--- src/rtl/axi_demux_pkg.sv ---
// AXI request/response bundles plus the demux state encodings and address decode helper
// shared by the axi_demux slice.
package axi_demux_pkg;

    localparam int ID_W   = 4;
    localparam int ADDR_W = 32;
    localparam int DATA_W = 32;
    localparam int STRB_W = DATA_W / 8;
    localparam int LEN_W  = 8;

    typedef struct packed {
        logic [ID_W-1:0]   awid;
        logic [ADDR_W-1:0] awaddr;
        logic [LEN_W-1:0]  awlen;
        logic              awvalid;
        logic [DATA_W-1:0] wdata;
        logic [STRB_W-1:0] wstrb;
        logic              wlast;
        logic              wvalid;
        logic              bready;
        logic [ID_W-1:0]   arid;
        logic [ADDR_W-1:0] araddr;
        logic [LEN_W-1:0]  arlen;
        logic              arvalid;
        logic              rready;
    } axi_mosi_t;

    typedef struct packed {
        logic              awready;
        logic              wready;
        logic [ID_W-1:0]   bid;
        logic [1:0]        bresp;
        logic              bvalid;
        logic              arready;
        logic [ID_W-1:0]   rid;
        logic [DATA_W-1:0] rdata;
        logic [1:0]        rresp;
        logic              rlast;
        logic              rvalid;
    } axi_miso_t;

    typedef enum logic [1:0] {
        W_IDLE = 2'd0,
        W_DATA = 2'd1,
        W_RESP = 2'd2
    } demux_wstate_e;

    typedef enum logic {
        R_IDLE = 1'b0,
        R_DATA = 1'b1
    } demux_rstate_e;

    // Slices the port index out of the address; indices past the last port fold onto it.
    function automatic int unsigned addr_to_port(input logic [ADDR_W-1:0] addr,
                                                 input int unsigned       sel_lsb,
                                                 input int unsigned       sel_w,
                                                 input int unsigned       num_ports);
        int unsigned idx;
        idx = (addr >> sel_lsb) & ((32'd1 << sel_w) - 32'd1);
        return (idx >= num_ports) ? num_ports - 1 : idx;
    endfunction

endpackage

--- src/rtl/axi_demux_ch.sv ---
// One VALID/READY pair steered between a single upstream side and N downstream ports.
// up_i fans out to dn_o[sel_i]; dn_i[sel_i] returns on up_o; everything is 0 when en_i is low.
module axi_demux_ch #(
    parameter int N     = 4,
    parameter int SEL_W = 2
) (
    input  logic [SEL_W-1:0] sel_i,
    input  logic             en_i,
    input  logic             up_i,
    output logic             up_o,
    output logic [N-1:0]     dn_o,
    input  logic [N-1:0]     dn_i
);

    always_comb begin
        up_o = 1'b0;
        dn_o = '0;
        for (int i = 0; i < N; i++) begin
            if (en_i && (sel_i == SEL_W'(i))) begin
                dn_o[i] = up_i;
                up_o    = dn_i[i];
            end
        end
    end

endmodule

--- src/rtl/axi_demux.sv ---
// 1-to-N AXI router: one burst in flight per direction, responses return from the addressed port.
// A transfer happens on the rising edge where VALID and READY are both high; VALID never waits on READY.
module axi_demux
    import axi_demux_pkg::*;
#(
    parameter int OUTPUT_NUM   = 4,
    parameter int ADDR_SEL_LSB = 12
) (
    input  logic                       ACLK,
    input  logic                       ARESETn,
    input  axi_mosi_t                  s_axi_i,
    output axi_miso_t                  s_axi_o,
    output axi_mosi_t [OUTPUT_NUM-1:0] m_axi_o,
    input  axi_miso_t [OUTPUT_NUM-1:0] m_axi_i,
    output demux_wstate_e              dbg_wstate_o,
    output demux_rstate_e              dbg_rstate_o
);

    localparam int SEL_W = $clog2(OUTPUT_NUM);

    demux_wstate_e    wstate_q, wstate_d;
    demux_rstate_e    rstate_q, rstate_d;
    logic [SEL_W-1:0] wsel_q, wsel_d;
    logic [SEL_W-1:0] rsel_q, rsel_d;

    logic [SEL_W-1:0] aw_dec, ar_dec;
    logic aw_en, w_en, b_en, ar_en, r_en;
    logic aw_ready, w_ready, b_valid, ar_ready, r_valid;
    logic aw_hs, w_last_hs, b_hs, ar_hs, r_last_hs;

    logic [OUTPUT_NUM-1:0] m_awvalid, m_awready, m_wvalid, m_wready, m_bvalid, m_bready;
    logic [OUTPUT_NUM-1:0] m_arvalid, m_arready, m_rvalid, m_rready;

    logic [ID_W-1:0]   sel_bid, sel_rid;
    logic [1:0]        sel_bresp, sel_rresp;
    logic [DATA_W-1:0] sel_rdata;
    logic              sel_rlast;

    assign aw_dec = SEL_W'(addr_to_port(s_axi_i.awaddr, ADDR_SEL_LSB, SEL_W, OUTPUT_NUM));
    assign ar_dec = SEL_W'(addr_to_port(s_axi_i.araddr, ADDR_SEL_LSB, SEL_W, OUTPUT_NUM));

    always_comb begin
        sel_bid   = '0;
        sel_bresp = '0;
        sel_rid   = '0;
        sel_rresp = '0;
        sel_rdata = '0;
        sel_rlast = 1'b0;
        for (int i = 0; i < OUTPUT_NUM; i++) begin
            m_awready[i] = m_axi_i[i].awready;
            m_wready[i]  = m_axi_i[i].wready;
            m_bvalid[i]  = m_axi_i[i].bvalid;
            m_arready[i] = m_axi_i[i].arready;
            m_rvalid[i]  = m_axi_i[i].rvalid;
            if (wsel_q == SEL_W'(i)) begin
                sel_bid   = m_axi_i[i].bid;
                sel_bresp = m_axi_i[i].bresp;
            end
            if (rsel_q == SEL_W'(i)) begin
                sel_rid   = m_axi_i[i].rid;
                sel_rresp = m_axi_i[i].rresp;
                sel_rdata = m_axi_i[i].rdata;
                sel_rlast = m_axi_i[i].rlast;
            end
        end
    end

    always_ff @(posedge ACLK or negedge ARESETn) begin
        if (!ARESETn) begin
            wstate_q <= W_IDLE;
            rstate_q <= R_IDLE;
            wsel_q   <= '0;
            rsel_q   <= '0;
        end else begin
            wstate_q <= wstate_d;
            rstate_q <= rstate_d;
            wsel_q   <= wsel_d;
            rsel_q   <= rsel_d;
        end
    end

    assign aw_hs     = s_axi_i.awvalid & aw_ready;
    assign w_last_hs = s_axi_i.wvalid & w_ready & s_axi_i.wlast;
    assign b_hs      = b_valid & s_axi_i.bready;
    assign ar_hs     = s_axi_i.arvalid & ar_ready;
    assign r_last_hs = r_valid & s_axi_i.rready & sel_rlast;

    always_comb begin
        wstate_d = wstate_q;
        wsel_d   = wsel_q;
        unique case (wstate_q)
            W_IDLE: if (aw_hs) begin
                wstate_d = W_DATA;
                wsel_d   = aw_dec;
            end
            W_DATA:  if (w_last_hs) wstate_d = W_RESP;
            W_RESP:  if (b_hs) wstate_d = W_IDLE;
            default: wstate_d = W_IDLE;
        endcase

        rstate_d = rstate_q;
        rsel_d   = rsel_q;
        if (rstate_q == R_IDLE) begin
            if (ar_hs) begin
                rstate_d = R_DATA;
                rsel_d   = ar_dec;
            end
        end else if (r_last_hs) begin
            rstate_d = R_IDLE;
        end
    end

    // Every steer is gated by reset so nothing handshakes while ARESETn is low.
    always_comb begin
        aw_en = ARESETn && (wstate_q == W_IDLE);
        w_en  = ARESETn && (wstate_q == W_DATA);
        b_en  = ARESETn && (wstate_q == W_RESP);
        ar_en = ARESETn && (rstate_q == R_IDLE);
        r_en  = ARESETn && (rstate_q == R_DATA);
    end

    axi_demux_ch #(.N(OUTPUT_NUM), .SEL_W(SEL_W)) u_aw (
        .sel_i(aw_dec), .en_i(aw_en), .up_i(s_axi_i.awvalid), .up_o(aw_ready),
        .dn_o(m_awvalid), .dn_i(m_awready));
    axi_demux_ch #(.N(OUTPUT_NUM), .SEL_W(SEL_W)) u_w (
        .sel_i(wsel_q), .en_i(w_en), .up_i(s_axi_i.wvalid), .up_o(w_ready),
        .dn_o(m_wvalid), .dn_i(m_wready));
    axi_demux_ch #(.N(OUTPUT_NUM), .SEL_W(SEL_W)) u_b (
        .sel_i(wsel_q), .en_i(b_en), .up_i(s_axi_i.bready), .up_o(b_valid),
        .dn_o(m_bready), .dn_i(m_bvalid));
    axi_demux_ch #(.N(OUTPUT_NUM), .SEL_W(SEL_W)) u_ar (
        .sel_i(ar_dec), .en_i(ar_en), .up_i(s_axi_i.arvalid), .up_o(ar_ready),
        .dn_o(m_arvalid), .dn_i(m_arready));
    axi_demux_ch #(.N(OUTPUT_NUM), .SEL_W(SEL_W)) u_r (
        .sel_i(rsel_q), .en_i(r_en), .up_i(s_axi_i.rready), .up_o(r_valid),
        .dn_o(m_rready), .dn_i(m_rvalid));

    // Payload is broadcast; only the handshake bits differ per port.
    always_comb begin
        for (int i = 0; i < OUTPUT_NUM; i++) begin
            m_axi_o[i]         = s_axi_i;
            m_axi_o[i].awvalid = m_awvalid[i];
            m_axi_o[i].wvalid  = m_wvalid[i];
            m_axi_o[i].bready  = m_bready[i];
            m_axi_o[i].arvalid = m_arvalid[i];
            m_axi_o[i].rready  = m_rready[i];
        end
        s_axi_o         = '0;
        s_axi_o.awready = aw_ready;
        s_axi_o.wready  = w_ready;
        s_axi_o.bid     = sel_bid;
        s_axi_o.bresp   = sel_bresp;
        s_axi_o.bvalid  = b_valid;
        s_axi_o.arready = ar_ready;
        s_axi_o.rid     = sel_rid;
        s_axi_o.rresp   = sel_rresp;
        s_axi_o.rdata   = sel_rdata;
        s_axi_o.rlast   = sel_rlast;
        s_axi_o.rvalid  = r_valid;
    end

    assign dbg_wstate_o = wstate_q;
    assign dbg_rstate_o = rstate_q;

endmodule

--- config.mk ---
export PLATFORM = sky130hd
export DESIGN_NAME = axi_demux
export DESIGN_NICKNAME = d
export VERILOG_FILES = /design/src/rtl/axi_demux_pkg.sv /design/src/rtl/axi_demux_ch.sv /design/src/rtl/axi_demux.sv
export SDC_FILE = /design/constraint.sdc
export NUM_CORES = 1
export LEC_CHECK = 0
export BUFFER_PORTS_ARGS = -buffer_cell sky130_fd_sc_hd__buf_2
export CORE_AREA = 2 2 352 354
export DETAILED_ROUTE_END_ITERATION = 8
export DIE_AREA = 0 0 354 356
export PLACE_DENSITY = 0.35
export SETUP_SLACK_MARGIN = 0.2
export SLEW_MARGIN = 40
export SYNTH_ARGS = -nofsm -noshare
export SYNTH_HDL_FRONTEND = slang
export SYNTH_SLANG_ARGS = --single-unit
--- constraint.sdc ---
create_clock -name ACLK -period 4.39 [get_ports ACLK]
set_input_delay 0.878 -clock ACLK [delete_from_list [all_inputs] [get_ports ACLK]]
set_output_delay 0.878 -clock ACLK [all_outputs]
set_load 0.03 [all_outputs]
# Word level (Yosys, flattened, before mapping)
# Cells that the tools add are included.
# op_classes
magnitude_cmp	2
eq_ne	17
mux	73
bitwise	8
n_reduce_logical	33
# op_table
cell	n
32-bit two-way mux	4
1-bit two-way mux	47
4-bit two-way mux	8
2-bit two-way mux	13
1-bit logical AND	25
2-bit equality test (second input constant)	9
2-bit by 1-bit equality test with 1-bit output (second input constant)	5
2-bit zero test	5
1-bit AND	7
2-bit by 3-bit greater-or-equal comparator with 1-bit output (second input constant)	2
2-bit != test (second input constant)	3
2-bit one-hot mux with 3 select lines	1
2-bit AND reduction	2
3-bit AND reduction	1
1-bit NOT	1
# word_totals
reg_bits	7
wordCells	137

# Longest topological paths before layout
# Gate-level depths: netlist (run 1).
# depth
depth_word	11
depth_mapped	5
depth_no_buf	4

# Modules after synthesis
# From an unflattened synthesis (run 1), not the netlist that was laid out.
# hier_totals
hier_cells	626
area_unflattened_um2	5509.0
# modules_own_cells
module	n_inst	cells_each	area_each_um2	seq_area_each_um2
axi_demux	1	591	5196.2	175.2
axi_demux_ch	5	7	62.6	0.0

# Worst setup path before layout (run 1)
# OpenSTA, ideal clock, no wires.
# synth_timing
kind	input-to-output
startpoint	input port ARESETn
endpoint	output port m_axi_o[345] (netlist name)
arrival_time_ps	1967
required_ps	3512
setup_slack_ps	1545
cell_stages	3
n_path_buf	0
cell_sequence	nor3b_1 > nand2_1 > nor3b_1
# synth_rtl
element	line_no	source
start: declaration	axi_demux.sv:10	input logic ARESETn,
end: declaration	axi_demux.sv:13	output axi_mosi_t [OUTPUT_NUM-1:0] m_axi_o,

==> qor.txt, run 1 <==
Die Span Y -> 356 um
Cell Chain, Critical Path -> buf_2 -> nor3b_1 -> nand2_1 -> nor3b_1 -> buf_2
TritonCTS Buffers -> 3
H-tree lvl count -> 1
Max Clock Skew -> 0.000428 ns
FMAX -> 0.316 GHz
I/O Pins -> 905
Worst Path Required -> 3.51 ns
Largest net degree at the start of global routing -> 41
Global-route wire length before repair -> 50800 um
Max_slew headroom -> 0.538
Worst path top cell family by delay -> simple AND/OR/NAND/NOR gates
Worst-path clk slew -> 0.04 ns
Area Growth Syn to Fin -> -2.63%
Total track usage -> 0.0664
WL per Instance -> 21.4 um
Drt drc -> 0
Worst Path Max Fanout -> 10
Vias per Instance -> 1.62
HPWL Detailed -> 41800 um
Power Internal -> 0.000954 W
Worst Setup End Kind -> output port
Status -> completed
Via count -> 3358
Setup Viol. Count Final -> 0
Initial antenna violation count -> 13
Gate power share -> 0.834
Most common cell after layout, fill and taps aside -> buf_2
Netlist cell types -> 30
Iteration-0 DRC Markers -> 81
Cts hold-fix bufs -> 0
Input/output buffers -> 304
Die X -> 354 um
Max_cap viols -> 0
Critical Path AT -> 2.29 ns
CTS max path bufs -> 2
Core ar. -> 0.123 mm^2
P_sw -> 0.00171 W
Clk_lat worst skew -> 0.26 ns
Reg-to-reg startpoint -> rsel_q[0]$_DFFE_PN0P_
Clock Root Buffer -> clkbuf_16
Total Nets Final -> 764
# rows -> 129
Slowest CP cell -> buf_2
CP Class -> in -> out
Synth Area in Simple Gates -> 0.0443
Post-Layout Cell Count -> 2074
VDD IR max -> 0.379 mV
Fin. Hold Viols -> 0
Commonest cells after routing, fill and taps aside -> buf_2, mux4_2, nor2_1, nor3_1, nand3_1
Power density over cell area -> 496 mW/mm^2
Post-route minimum period -> 3.16 ns
CP peak stage delay -> 0.33 ns
Die area -> 0.126 mm^2
Placed insts -> 2063
Synth Area in Compound Gates -> 0.00658
Mapped Area -> 0.00551 mm^2
Reg-to-Reg End -> dbg_rstate_o$_DFF_PN0_
Worst Setup Start Kind -> input port
Post-Synth XOR/XNOR Area -> 0
Sequential share of power -> 0.095
Switching part of the total power -> 0.642
Starting Density -> 0.0449
DRT Wirelength -> 44300 um
Post-Synthesis Cells -> 638
Vias in the first global route -> 3538
R2R depth -> 3
Post-route clock period utilization -> 0.721
Seq/Total Area, Yosys -> 0.0318
Syn avg cell area -> 8.64 um^2
Total negative slack for setup checks -> 0 ns
Number of post-CTS setup repair buffers -> 0
Main combinational cell family by area after synthesis -> buffers and inverters
CTS tree -> built
Post-route ant nets -> 0
Global placement routability congestion -> 0.741
Post-Synth Adder-Cell Area -> 0
Post-CTS resize count -> 0
Clock power share -> 0.070
RSZ-0062 raised after global routing -> no
Hold Crit Class -> in -> async
R2r setup slk -> 2.75 ns
CTS Sinks -> 7
Gr ovfl total -> 0
Layout cells sized above 1 -> 0.854
Worst slew pin tran -> 0.693 ns
Synthesized flop and latch total -> 7
Final Max Slew Viols -> 0
Yosys warns -> 0
Multiplexer share of the synthesized area -> 0.210
Synthesized Nets -> 970
LEAKAGE -> 1.85 nW
Worst path bufs/invs -> 2
DR pass1 iterations -> 4
==> power groups by stage <==
stage / sequential (W) / clock (W) / combinational, W
floorplan: 0.000135 / 0 / 0.00218
global placement: 0.000339 / 0 / 0.00224
detailed placement: 0.000339 / 0 / 0.00223
CTS: 0.000338 / 0.000206 / 0.00224
global route: 0.000271 / 0.000211 / 0.00236
finish: 0.000254 / 0.000187 / 0.00222
==> cell type report <==
class / count / area [um^2]
antenna: 6 / 15.0
timing repair buffer: 309 / 1580
inverter: 5 / 18.8
clock buffer: 4 / 78.8
sequential: 7 / 181
multi-input combinational: 106 / 1440
fill: 14644 / 117000
tap: 1637 / 2050
==> through the flow <==
stage | instance area, um^2 | setup WS [ns] | total power [W] | hold WS (ns) | util
after detailed placement | 5250 | 1.15 | 0.00257 | 0.667 | 0.0428
after floorplan | 5510 | 1.54 | 0.00232 | 0.582 | -
after CTS | 5330 | 1.10 | 0.00278 | 0.545 | 0.0435
final | 5370 | 1.23 | 0.00266 | 0.533 | 0.0437
after global routing | 5360 | 1.02 | 0.00284 | 0.551 | 0.0437
after global placement | 5250 | 1.16 | 0.00258 | 0.688 | 0.0428
==> synth_stat cells (all sizes together) <==
master,count,area share
nand4,1,0.0011
or2,1,0.0016
o2bb2ai,1,0.0016
nand2b,3,0.0034
mux4,48,0.20
o22ai,1,0.0011
nand3,6,0.0054
nor3,10,0.010
nor2b,2,0.0023
a21o,1,0.0014
inv,5,0.0034
and3,4,0.0054
mux2,4,0.0089
nand2,5,0.0034
a32oi,1,0.0016
o21ai,1,0.00091
buf,515,0.70
nor3b,3,0.0041
mux2i,3,0.0054
nor2,11,0.0075
clkbuf,5,0.0052
dfrtp,7,0.032
==> cell families after synthesis <==
family                 count (synthesis)
buffers and inverters                525
flip-flops                             7
AO/OA/AOI/OAI                          5
AND/OR/NAND/NOR                       46
multiplexers                          55
==> registers in the layout, indices dropped and copies added, names as in the netlist <==
signal / flops
dbg_wstate_o: 2
rsel_q: 2
wsel_q: 2
dbg_rstate_o: 1
==> routing by layer <==
metal	vias to the layer above	routed length (um)	global-route usage
li1	1169	-	-
met1	1433	11800	0.0509
met2	651	19100	0.101
met3	105	11200	0.0771
met4	0	2310	0.0298
met5	-	0	0.00189
==> worst max-delay path by stage <==
stage                           from      endpoint  slack [ns]  depth (start not counted)
5_1_grt                      ARESETn  m_axi_o[345]        1.02                          5
4_1_cts        rsel_q[0]$_DFFE_PN0P_    s_axi_o[2]        1.10                          3
3_3_place_gp                 ARESETn  m_axi_o[345]        1.16                          5
2_1_floorplan                ARESETn  m_axi_o[345]        1.54                          3
3_5_place_dp                 ARESETn  m_axi_o[345]        1.15                          5
6_report                     ARESETn  m_axi_o[345]        1.23                          5
==> worst register-to-register path, cell delays in order (launching register included) <==
cell and delay, ns:
dfrtp_4 0.58, mux4_2 0.56, and3_4 0.21, a32oi_1 0.20
(Power assumes the default switching activity.)
==> run 2, diff against run 1 <==
--- a/config.mk
+++ b/config.mk
@@ -6,9 +6,9 @@
 export NUM_CORES = 1
 export LEC_CHECK = 0
 export BUFFER_PORTS_ARGS = -buffer_cell sky130_fd_sc_hd__buf_2
-export CORE_AREA = 2 2 352 354
+export CORE_AREA = 2 2 357 359
 export DETAILED_ROUTE_END_ITERATION = 8
-export DIE_AREA = 0 0 354 356
+export DIE_AREA = 0 0 359 361
 export PLACE_DENSITY = 0.35
 export SETUP_SLACK_MARGIN = 0.2
 export SLEW_MARGIN = 40
==> constraint.sdc (replaced) <==
create_clock -name ACLK -period 2.6 [get_ports ACLK]
set_input_delay 0.52 -clock ACLK [delete_from_list [all_inputs] [get_ports ACLK]]
set_output_delay 0.52 -clock ACLK [all_outputs]
set_load 0.03 [all_outputs]
==> qor.txt, run 2 (synthesis results as in run 1) <==
Status -> completed
Die X -> 359 um
Reg area -> 181 um^2
CTS tree -> built
Fillcell total -> 14.9k
Clock power share -> 0.064
Starting Density -> 0.0439
Clock Root Buffer -> clkbuf_16
Worst-path clk slew -> 0.04 ns
Worst Path Max Fanout -> 6
Gr ovfl total -> 0
Gate power share -> 0.873
Most common cell after layout, fill and taps aside -> buf_2
Global placement routability congestion -> 0.653
FMAX -> 0.430 GHz
Initial antenna violation count -> 19
CTS Sinks -> 7
VDD IR max -> 0.450 mV
# rows -> 130
Vias per Instance -> 1.62
Switching part of the total power -> 0.640
Final Max Slew Viols -> 0
I/O Pins -> 905
CP peak stage delay -> 0.58 ns
Total negative slack for setup checks -> 0 ns
Iteration-0 DRC Markers -> 123
Input/output buffers -> 304
HPWL Detailed -> 45900 um
Core ar. -> 0.125 mm^2
Largest net degree at the start of global routing -> 20
LEAKAGE -> 1.90 nW
Drt drc -> 0
Final Worst Setup Slack -> 0.276 ns
WHS -> 0.345 ns
Worst Setup Start Kind -> flop
Fin. Hold Viols -> 0
Worst slew pin tran -> 0.392 ns
Area Growth Syn to Fin -> -0.477%
Post-route minimum period -> 2.32 ns
Hold Crit Class -> in -> async
Max_slew headroom -> 0.737
Vias in the first global route -> 3673
Post-place setup slack -> 0.142 ns
Area after DPL -> 0.00536 mm^2
Critical Path AT -> 1.80 ns
Clk_lat worst skew -> 0.25 ns
Sequential share of power -> 0.063
P_sw -> 0.00300 W
Slowest CP cell -> mux4_2
Global-route wire length before repair -> 56200 um
Post-route clock period utilization -> 0.894
Cts hold-fix bufs -> 0
Via count -> 3401
Fin area -> 0.00549 mm^2
Total Power -> 0.00469 W
RSZ-0062 raised after global routing -> no
H-tree lvl count -> 1
DRT Wirelength -> 48600 um
Cell Chain, Critical Path -> buf_4 -> mux4_2 -> buf_2
Area of the multi-input gates -> 0.00145 mm^2
Power Internal -> 0.00169 W
Worst Setup End Kind -> output port
Layout cells sized above 1 -> 0.864
Max Clock Skew -> 0.000753 ns
CTS max path bufs -> 2
Power density over cell area -> 855 mW/mm^2
Post-route ant nets -> 0
Max_cap viols -> 0
Commonest cells after routing, fill and taps aside -> buf_2, mux4_2, buf_4, nor2_1, nor3_1
Die area -> 0.130 mm^2
CP Class -> reg -> out
Worst Path Required -> 2.08 ns
TritonCTS Buffers -> 3
DR pass1 iterations -> 4
WL per Instance -> 23.2 um
Setup Viol. Count Final -> 0
Total track usage -> 0.0716
Die Span Y -> 361 um
Total Nets Final -> 773
==> run 2: cell types whose count changed in the layout (fill, tap and decap cells not counted), sizes merged <==
cell    change
clkbuf      +1
buf         +8
==> run 2: critical path: cells and delay by family, from the launching register on <==
| kind | cells | cell delay, ns |
|---|---|---|
| multiplexers | 1 | 0.58 |
| buffers and inverters | 2 | 0.50 |
| flip-flops | 1 | 0.45 |
==> run 2: path summary, 6_finish.rpt <==
path                                             startpoint                          end  slack [ns]  cells after the start
worst min register to register        wsel_q[1]$_DFFE_PN0P_        wsel_q[1]$_DFFE_PN0P_        0.65                      1
max in group asynchronous                           ARESETn        wsel_q[0]$_DFFE_PN0P_        2.11                      2
worst min-delay path                                ARESETn  dbg_wstate_o[1]$_DFFE_PN0P_        0.34                      2
worst max register to register  dbg_wstate_o[1]$_DFFE_PN0P_        wsel_q[0]$_DFFE_PN0P_        0.99                      5
worst max-delay path                  wsel_q[0]$_DFFE_PN0P_                  s_axi_o[42]        0.28                      3
min in group ACLK                                s_axi_i[0]       dbg_rstate_o$_DFF_PN0_        0.51                      2
==> run 2: repair_timing <==
action,in CTS,in global routing
endpoints found under the setup margin,12,4
buffers inserted,2,0
resized for setup,5,2
==> run 2: cell type report <==
type	count	share of cell area
diodes	6	0.00274
clock buffers	4	0.0144
inverters	5	0.00342
multi-input cells	106	0.265
flip-flops and latches	7	0.0331
well taps	1650	0.376
repair buffers	318	0.305
==> run 2: per-stage QoR <==
stage	std cells	util
5_1_grt	2095	0.0437
6_report	2096	0.0437
3_5_place_dp	2084	0.0427
3_3_place_gp	2084	0.0427
4_1_cts	2090	0.0436
2_1_floorplan	638	-
==> run 2: routing by layer <==
| layer | wire (um) | global-route usage |
|---|---|---|
| met1 | 12400 | 0.0514 |
| met2 | 21300 | 0.111 |
| met3 | 12500 | 0.0882 |
| met4 | 2110 | 0.0283 |
| met5 | 213 | 0.0104 |
==> run 2: power groups by stage <==
stage / combinational [W] / clock [W] / sequential, W
finish: 0.00409 / 0.000301 / 0.000295
global route: 0.00438 / 0.000329 / 0.000318
CTS: 0.00435 / 0.000321 / 0.000317
detailed placement: 0.00427 / 0 / 0.000328
global placement: 0.00429 / 0 / 0.000330
floorplan: 0.00368 / 0 / 0.000228
==> run 3, diff against run 2 <==
--- a/config.mk
+++ b/config.mk
@@ -5,10 +5,11 @@
 export SDC_FILE = /design/constraint.sdc
 export NUM_CORES = 1
 export LEC_CHECK = 0
+export ABC_AREA = 1
 export BUFFER_PORTS_ARGS = -buffer_cell sky130_fd_sc_hd__buf_2
-export CORE_AREA = 2 2 357 359
+export CORE_AREA = 2 2 354 356
 export DETAILED_ROUTE_END_ITERATION = 8
-export DIE_AREA = 0 0 359 361
+export DIE_AREA = 0 0 356 358
 export PLACE_DENSITY = 0.35
 export SETUP_SLACK_MARGIN = 0.2
 export SLEW_MARGIN = 40
==> qor.txt, run 3 <==
I/O Pins -> 905
Die X -> 356 um
Post-synth EDFFs -> 0
Commonest cells after routing, fill and taps aside -> buf_2, nand2_1, nand4_1, buf_12, inv_1
Synth top area share -> 0.678
Starting Density -> 0.0457
Worst Setup Start Kind -> flop
Worst Path Required -> 2.08 ns
Setup Viol. Count Final -> 0
TritonCTS Buffers -> 3
WL per Instance -> 19.2 um
Layout cells sized above 1 -> 0.510
R2R depth -> 8
Synth area leaders -> buf_4, nand2_1, nand4_1
Core ar. -> 0.123 mm^2
Cell Chain, Critical Path -> nand2_2 -> inv_2 -> buf_12 -> nand2_1 -> nand4_1 -> buf_2
Largest net degree at the start of global routing -> 41
Yosys warns -> 0
Placed insts -> 2313
Iteration-0 DRC Markers -> 226
FFs w/ async S/R, synth -> 1.00
Seq/Total Area, Yosys -> 0.0311
Final Worst Setup Slack -> 0.279 ns
Post-Synthesis Cells -> 884
Post-place setup slack -> 0.305 ns
Die area -> 0.127 mm^2
Most frequent cells after synthesis -> buf_4, nand2_1, nand4_1
FMAX -> 0.431 GHz
Input/output buffers -> 304
VDD IR max -> 0.465 mV
Count leader, synth -> buf_4
CP Class -> reg -> out
Synthesized Nets -> 1216
DRT Wirelength -> 44700 um
Max Clock Skew -> 0.000254 ns
Status -> completed
Slowest CP cell -> dfrtp_2
Most common cell after layout, fill and taps aside -> buf_2
Worst path top cell family by delay -> buffers and inverters
Worst Setup End Kind -> output port
Max_cap viols -> 0
Global-route wire length before repair -> 51500 um
Fin. Hold Viols -> 0
Global placement routability congestion -> 0.796
Vias per Instance -> 1.95
Worst path bufs/invs -> 3
Via count -> 4542
CTS tree -> built
Worst slew pin tran -> 0.453 ns
Max_slew headroom -> 0.698
Total Nets Final -> 1016
H-tree lvl count -> 1
Reg-to-reg startpoint -> rsel_q[1]$_DFFE_PN0P_
Initial antenna violation count -> 8
Critical Path AT -> 1.80 ns
LEAKAGE -> 2.30 nW
R2r setup slk -> 0.96 ns
Most used DFF post-synth -> dfrtp_1
Gr ovfl total -> 0
# rows -> 129
RSZ-0062 raised after global routing -> yes
Worst-path clk slew -> 0.04 ns
Post-route minimum period -> 2.32 ns
Final Max Slew Viols -> 0
Hold Crit Class -> in -> async
Post-route clock period utilization -> 0.893
CP peak stage delay -> 0.47 ns
CTS max path bufs -> 2
Area Growth Syn to Fin -> 6.12%
HPWL Detailed -> 40600 um
Vias in the first global route -> 4430
Drt drc -> 0
CTS Sinks -> 7
Post-route ant nets -> 0
Die Span Y -> 358 um
Reg-to-Reg End -> dbg_rstate_o$_DFF_PN0_
Worst Path Max Fanout -> 40
Post-synth top area cell -> buf_4
Netlist cell types -> 20
Total negative slack for setup checks -> 0 ns
Post-Layout Cell Count -> 2325
Synthesized flop and latch total -> 7
Clock Root Buffer -> clkbuf_16
Power density over cell area -> 1030 mW/mm^2
Total track usage -> 0.0638
Syn avg cell area -> 6.38 um^2
Clk_lat worst skew -> 0.23 ns
Mapped Area -> 0.00564 mm^2
DR pass1 iterations -> 4
[run 3: changes by cell type in the layout (fill, tap and decap cells not counted), sizes merged, moves of 4 or more]
cell,before,now
nand3,6,17
nand2,5,209
inv,5,33
mux2,4,0
and3,4,0
nor4,0,8
mux4,48,0
nand4,1,60
[run 3: per-stage QoR]
step           hold slack, ns  area [um^2]    util  power, W
2_1_floorplan           0.224         5640       -   0.00403
3_3_place_gp            0.360         5820  0.0472   0.00613
3_5_place_dp            0.361         5820  0.0472   0.00614
4_1_cts                 0.105         5900  0.0479   0.00644
5_1_grt                 0.105         5980  0.0485   0.00671
6_report                0.108         5980  0.0485   0.00617
[run 3: cells by family (layout without fill, tap and decap cells)]
group,Yosys count,count (layout),synth area share
other,0,5,0
AND/OR/NAND/NOR,317,317,0.254
flip-flops,7,7,0.0311
AO/OA/AOI/OAI,4,4,0.00355
buffers and inverters,556,355,0.711
[run 3: cell type report]
cell class | count | area (um^2)
Fill cell | 14822 | 117000
Timing Repair Buffer | 318 | 2060
Tap cell | 1637 | 2050
Multi-Input combinational cell | 321 | 1480
Sequential cell | 7 | 178
Inverter | 33 | 124
Clock buffer | 4 | 78.8
Antenna cell | 5 | 12.5
[run 3: worst max path at each step]
| stage | startpoint | endpoint | slack (ns) | cells after the start |
|---|---|---|---|---|
| 4_1_cts | rsel_q[0]$_DFFE_PN0P_ | s_axi_o[12] | 0.20 | 6 |
| 2_1_floorplan | ARESETn | m_axi_o[307] | 0.36 | 3 |
| 3_5_place_dp | ARESETn | s_axi_o[41] | 0.30 | 9 |
| 6_report | rsel_q[1]$_DFFE_PN0P_ | s_axi_o[16] | 0.28 | 6 |
| 5_1_grt | rsel_q[1]$_DFFE_PN0P_ | s_axi_o[39] | 0.18 | 6 |
| 3_3_place_gp | ARESETn | s_axi_o[41] | 0.31 | 9 |
[run 3: worst reg2reg max path, cell delays in order (launching register included)]
cell and delay, ns:
dfrtp_2 0.47, inv_2 0.08, nor2_4 0.17, buf_12 0.22
nand3_1 0.10, nand4_1 0.22, nand2_1 0.09, o21ai_1 0.12
nand2_1 0.06
[run 3: routing by layer]
metal,routed length [um],share of wire,track usage
met1,13000,0.29,0.0536
met2,20800,0.46,0.106
met3,9690,0.22,0.0621
met4,1180,0.026,0.0157
met5,78,0.0017,0.00593
[run 3: where the power goes]
part	switching (W)	total, W	internal (W)	leakage [nW]
combinational	0.00376	0.00561	0.00184	2.18
clock	0.0000664	0.000271	0.000205	0.0382
sequential	0.000127	0.000289	0.000161	0.0838
total	0.00396	0.00617	0.00221	2.30
[run 3: timing repair]
action / CTS / global route
pin swaps: 0 / 3
setup endpoints to repair: 7 / 5
hold buffers: 0 / 0
cloned: 0 / 1
resized for setup: 2 / 7
buffers inserted: 0 / 2
